`src/rtl/pwm_gen.sv`:
```
// Edge-stepped PWM generator: each rising edge of the divider output advances the
// period counter; period/duty settings are double-buffered and applied on a period boundary.
module pwm_gen #(
  parameter int WIDTH       = 8,
  parameter int DEFAULT_TOP = 255
) (
  input  logic             clk,
  input  logic             rst_n,
  input  logic             div_in,
  input  logic             enable,
  input  logic             cfg_valid,
  output logic             cfg_ready,
  input  logic [WIDTH-1:0] cfg_top,
  input  logic [WIDTH-1:0] cfg_duty,
  output logic             pwm_out,
  output logic             period_start,
  output logic [WIDTH-1:0] cnt
);

  localparam logic [WIDTH-1:0] TOP_RST = WIDTH'(DEFAULT_TOP);

  logic             div_q_reg,        div_q_next;
  logic [WIDTH-1:0] cnt_reg,          cnt_next;
  logic [WIDTH-1:0] top_act_reg,      top_act_next;
  logic [WIDTH-1:0] duty_act_reg,     duty_act_next;
  logic             pend_reg,         pend_next;
  logic [WIDTH-1:0] pend_top_reg,     pend_top_next;
  logic [WIDTH-1:0] pend_duty_reg,    pend_duty_next;
  logic             pwm_reg,          pwm_next;
  logic             period_start_reg, period_start_next;

  logic step;
  logic boundary;
  logic accept;
  logic apply;

  always_comb begin
    step     = div_in & ~div_q_reg & enable;
    boundary = step & (cnt_reg == top_act_reg);
    accept   = cfg_valid & ~pend_reg;
    // While idle there is no boundary to wait for, so a pending setting lands at once.
    apply    = pend_reg & (boundary | ~enable);

    div_q_next        = div_in;
    cnt_next          = cnt_reg;
    top_act_next      = top_act_reg;
    duty_act_next     = duty_act_reg;
    pend_next         = pend_reg;
    pend_top_next     = pend_top_reg;
    pend_duty_next    = pend_duty_reg;
    pwm_next          = enable & (cnt_reg < duty_act_reg);
    period_start_next = boundary;

    if (!enable) begin
      cnt_next = '0;
    end else if (boundary) begin
      cnt_next = '0;
    end else if (step) begin
      cnt_next = cnt_reg + WIDTH'(1);
    end

    if (apply) begin
      top_act_next  = pend_top_reg;
      duty_act_next = pend_duty_reg;
      pend_next     = 1'b0;
    end

    // accept and apply are mutually exclusive: one needs pend low, the other pend high.
    if (accept) begin
      pend_top_next  = cfg_top;
      pend_duty_next = cfg_duty;
      pend_next      = 1'b1;
    end
  end

  always_ff @(posedge clk or negedge rst_n) begin
    if (!rst_n) begin
      div_q_reg        <= 1'b0;
      cnt_reg          <= '0;
      top_act_reg      <= TOP_RST;
      duty_act_reg     <= '0;
      pend_reg         <= 1'b0;
      pend_top_reg     <= '0;
      pend_duty_reg    <= '0;
      pwm_reg          <= 1'b0;
      period_start_reg <= 1'b0;
    end else begin
      div_q_reg        <= div_q_next;
      cnt_reg          <= cnt_next;
      top_act_reg      <= top_act_next;
      duty_act_reg     <= duty_act_next;
      pend_reg         <= pend_next;
      pend_top_reg     <= pend_top_next;
      pend_duty_reg    <= pend_duty_next;
      pwm_reg          <= pwm_next;
      period_start_reg <= period_start_next;
    end
  end

  assign cfg_ready    = ~pend_reg;
  assign pwm_out      = pwm_reg;
  assign period_start = period_start_reg;
  assign cnt          = cnt_reg;

endmodule

```
`config.mk`:
```
export PLATFORM = sky130hd
export DESIGN_NAME = pwm_gen
export DESIGN_NICKNAME = d
export VERILOG_FILES = /design/src/rtl/pwm_gen.sv
export SDC_FILE = /design/constraint.sdc
export NUM_CORES = 1
export LEC_CHECK = 0
export BUFFER_PORTS_ARGS = -buffer_cell sky130_fd_sc_hd__buf_2
export CAP_MARGIN = 20
export CORE_MARGIN = 1
export CORE_UTILIZATION = 45
export CTS_BUF_LIST = sky130_fd_sc_hd__clkbuf_4 sky130_fd_sc_hd__clkbuf_8 sky130_fd_sc_hd__clkbuf_16
export CTS_CLUSTER_DIAMETER = 30
export DETAILED_ROUTE_END_ITERATION = 8
export GPL_TIMING_DRIVEN = 0
export HOLD_SLACK_MARGIN = 0.05
export PLACE_DENSITY = 0.64
export SLEW_MARGIN = 10
export SYNTH_ARGS = -nofsm -noshare
export SYNTH_HDL_FRONTEND = slang
export SYNTH_SLANG_ARGS = --single-unit
```
`constraint.sdc`:
```
create_clock -name clk -period 5.9 [get_ports clk]
set_input_delay 0.295 -clock clk [delete_from_list [all_inputs] [get_ports clk]]
set_output_delay 0.295 -clock clk [all_outputs]
set_load 0.05 [all_outputs]
```
* Word level (Yosys, flattened, before mapping)
Index checks and enable logic that the tools add are counted.
** Storage, ports and cells
- Register bits after elaboration :: 44
- Input bits :: 21
- Logic and storage cells :: 29
** Cells by class
- $add $sub $neg :: 1
- Order comparisons :: 1
- Eq/ne operators :: 2
- Mux-type cells :: 5
- Bitwise gates (word level) :: 10
- Reductions and logical operators :: 1
** Operators by type and width (number)
- $mux W8 :: 3
- $add A8 B1 Y8 const B :: 1
- $eq A8 B8 Y1 :: 1
- $lt A8 B8 Y1 :: 1
- $and A1 B1 Y1 :: 6
- $ne A3 B1 Y1 const B :: 1
- $not A1 Y1 :: 3
- $mux W1 :: 2
- $reduce_bool A2 Y1 :: 1
- $or A1 B1 Y1 :: 1

* Depth between registers and ports, before layout
- Depth in word-level cells :: 8
- Mapped depth :: 7
- Depth with buffers taken out :: 6

* Least setup slack after synthesis
Ideal clock, no wire load.
- Path kind :: reg2reg
- Start point :: register cnt_reg[2], in the netlist cnt[2]
- End point :: register duty_act_reg[4]
- Setup time :: 0.125 ns
- Data arrival time :: 2.099 ns
- Data required time :: 5.775 ns
- Slack :: 3.676 ns
- Cell stages (with the launch flop) :: 7
- Clock period less this slack :: 2.224 ns
- Cells stage by stage :: dfrtp_1 xnor2_1 nand4_4 o31ai_4 nand2_4 buf_6 mux2_4
** Between the ends
- Cells in the longest elaborated chain, start to end :: 4
** Ends and longest elaborated chain
- from (decl) :: RTL line 23 : logic [WIDTH-1:0] cnt_reg, cnt_next;
- from (signal assigned) :: RTL line 89 : cnt_reg <= cnt_next;
- $eq A8 B8 Y1 :: RTL line 39 : boundary = step & (cnt_reg == top_act_reg);
- $and A1 B1 Y1 :: RTL line 39
- $or A1 B1 Y1 :: RTL line 42 : apply = pend_reg & (boundary | ~enable);
- $and A1 B1 Y1 :: RTL line 42
- to (signal assigned) :: RTL line 91 : duty_act_reg <= duty_act_next;
- to (decl) :: RTL line 25 : logic [WIDTH-1:0] duty_act_reg, duty_act_next;
Every way passes these cells.
A chain may end at the register's enable or synchronous reset.

* Worst setup path in the final report
- Start point :: register cnt_reg[7], in the netlist cnt[7]
- End point :: register duty_act_reg[4]
Same word-level chain as after synthesis.

==> flow_metrics.tcl <==
set metrics [dict create \
    critical_path.endpoint_type "register" \
    post-cts-setup-buffers 0 \
    floorplan.io_pins 32 \
    total_count_of_hold_check_failures_in_the_final_report 0 \
    most-common-layout-cells "sky130_fd_sc_hd__dfrtp_1 (36), sky130_fd_sc_hd__buf_2 (30), sky130_fd_sc_hd__mux2_2 (22)" \
    die_footprint_sq_mm 0.00487 \
    worst_setup_path_start_kind "register" \
    tritoncts "done" \
    largest_driver_fanout_on_the_critical_path 10 \
    drv.max_cap_violation_count 0 \
    tritoncts.num_buffers 5 \
    syn_inst 153 \
    setup_viol 0 \
    pwr_density_cell_mw_per_mm2 382 \
    multiInputGateArea_sq_um 891 \
    synth_nets 182 \
    detailedPlacementHpwl_microns 2670 \
    synth-warning-count 0 \
    avgSynthCellArea_sq_um 13.5 \
    final_tns_setup_ns 0 \
    core_area_sq_mm 0.00438 \
    most_common_cell_after_layout_fill_and_taps_aside "sky130_fd_sc_hd__dfrtp_1" \
    p_total_w 0.000940 \
    drv_slew 0 \
    htree_num_levels 2 \
    post-route-drc-count 0 \
    clock_tree.root_cell "sky130_fd_sc_hd__clkbuf_8" \
    via_count_of_the_first_global_routing_pass 1340 \
    num-fill-cells 373 \
    clock_period_minus_worst_slack_ns 2.32 \
    grt_overflow_total 0 \
    ys.flop_type "sky130_fd_sc_hd__dfrtp_1" \
    place.gp.congestion 0.765 \
    layout-area-overhead-vs-synth_pct 18.8 \
    holdCritPathClass "in -> reg" \
    worstPathArrival_ns 2.51 \
    ctsLongestPathBuffers 2 \
    detail_route.first_pass.iterations 2 \
    worstSetupPathType "reg -> reg" \
    initialDrtViolationCount 76 \
    route.antenna.remaining_nets 0 \
    final_core_utilization 0.561 \
    layout-drive-gt1-share 0.440 \
    clock_sink_count 44 \
    status "finished, final reports clean" \
    die_y_microns 69.8 \
    synth_seq_area_share 0.537 \
    count_of_unique_library_cells_instantiated_by_yosys 28 \
    ys_async_sr_fraction 1.00 \
    dpl.cell_count 235 \
    synth_edf_count 0 \
    power.ir.vdd_worst_mv 0.207 \
    syn-cell-area_sq_mm 0.00207 \
    dpl-instance-area_sq_mm 0.00228 \
    finish.cell_count_without_fillers 245 \
    p_leak_nw 1.17 \
    final_design_area_no_fill_sq_mm 0.00246 \
    transition_time_at_the_pin_with_the_least_slew_margin_ns 0.569 \
    grt_antenna_before_repair 0 \
    grt_max_degree 45 \
    vias 1243 \
    routed_wire_length_per_instance_microns 15.0 \
    row_count 24 \
    io_buffer_count 30 \
    critical_path_required_ns 6.09 \
    post_drt_via_cell_ratio 5.07 \
    worst_clock_skew_ns 0.00719 \
    finalCritPeriodShare 0.393 \
    antenna_cells_inserted 0 \
    synth.ff_latch_count 44 \
    die_w_microns 69.8 \
    area.sequential_sq_mm 0.00111 \
    rsz0062_at_grt "no" \
    grt_pass1_wl_microns 6420 \
    wirelength_microns 3690 \
    design.final.nets 221 \
    initial_utilization 0.472 \
    path_clk_slew_ns 0.08 \
    grt_use_total 0.172 \
    max_freq_mhz 431 \
    clock_latency_ns 0.29 \
    relSlewSlack 0.621 \
]
-- synth_stat cells, drive strengths merged, types with 3 or more instances --
library cell  instances  share of area
nand4                 4          0.019
inv                  10          0.018
mux2                 32           0.19
o31ai                 3          0.018
dfrtp                36           0.44
nor2                  7          0.013
nand2                 5          0.013
xnor2                 9          0.038
nand3                 6          0.015
a211oi                3          0.011
dfstp                 8           0.10
ha                    8          0.048
xor2                  5          0.021
-- cell families after synthesis --
kind of cell               Yosys count  share of synthesized area
adders and majority gates            8                     0.0484
xor gates and xnor gates            14                     0.0593
AOI/OAI and AO/OA                   10                     0.0417
muxes                               32                      0.192
buffers and inverters               14                     0.0327
and+or+nand+nor                     31                     0.0889
DFF                                 44                      0.537
-- through the flow --
step	hold slack, ns	setup slack, ns
detailed placement	0.449	3.59
finish	0.149	3.58
floorplan	-0.000591	3.68
global placement	0.441	3.64
CTS	0.142	3.54
global route	0.146	3.44
-- report_power, final --
group          switching [W]  internal [W]
Sequential         0.0000492      0.000397
Clock               0.000101      0.000174
Combinational      0.0000915      0.000127
Total               0.000242      0.000698
-- final timing paths --
path	from	to	slack, ns	cells past startpoint
worst max-delay path	cnt[7]	duty_act_reg[4]	3.58	6
worst min-delay path	div_in	div_q_reg	0.15	1
worst max register to register	cnt[7]	duty_act_reg[4]	3.58	6
worst min register to register	pend_top_reg[7]	pend_top_reg[7]	0.51	1
max in group asynchronous	rst_n	top_act_reg[7]	4.84	3
min in group asynchronous	rst_n	pend_top_reg[0]	0.49	2
-- critical path: stages, from the launching register on --
cell                      delay, ns
sky130_fd_sc_hd__dfrtp_1       0.44
sky130_fd_sc_hd__xnor2_1       0.37
sky130_fd_sc_hd__nand4_4       0.16
sky130_fd_sc_hd__o31ai_4       0.58
sky130_fd_sc_hd__nand2_4       0.17
sky130_fd_sc_hd__buf_6         0.20
sky130_fd_sc_hd__mux2_4        0.30
-- layout make-up --
type	count	area share
multi-input cells	95	0.362
flip-flops and latches	44	0.452
inverters	10	0.0153
well taps	52	0.0265
clock buffers	6	0.0310
clock inverters	2	0.0244
repair buffers	32	0.0763
plain buffers	4	0.0122
-- routing by layer --
| metal | part of all wire | routed length (microns) | vias up | global-route usage |
|---|---|---|---|---|
| met1 | 0.47 | 1730 | 609 | 0.230 |
| met4 | 0.0087 | 32 | 0 | 0.0489 |
| met3 | 0.039 | 144 | 5 | 0.0669 |
| li1 | - | - | 606 | - |
| met5 | 0 | 0 | - | 0 |
| met2 | 0.48 | 1780 | 23 | 0.262 |
-- timing repair --
item                                   4_1_cts  5_1_grt
hold buffers                                 0        1
endpoints found under the hold margin        0       13
gates resized for setup                      0        0
Note: power is estimated with default switching activity, not from simulation.
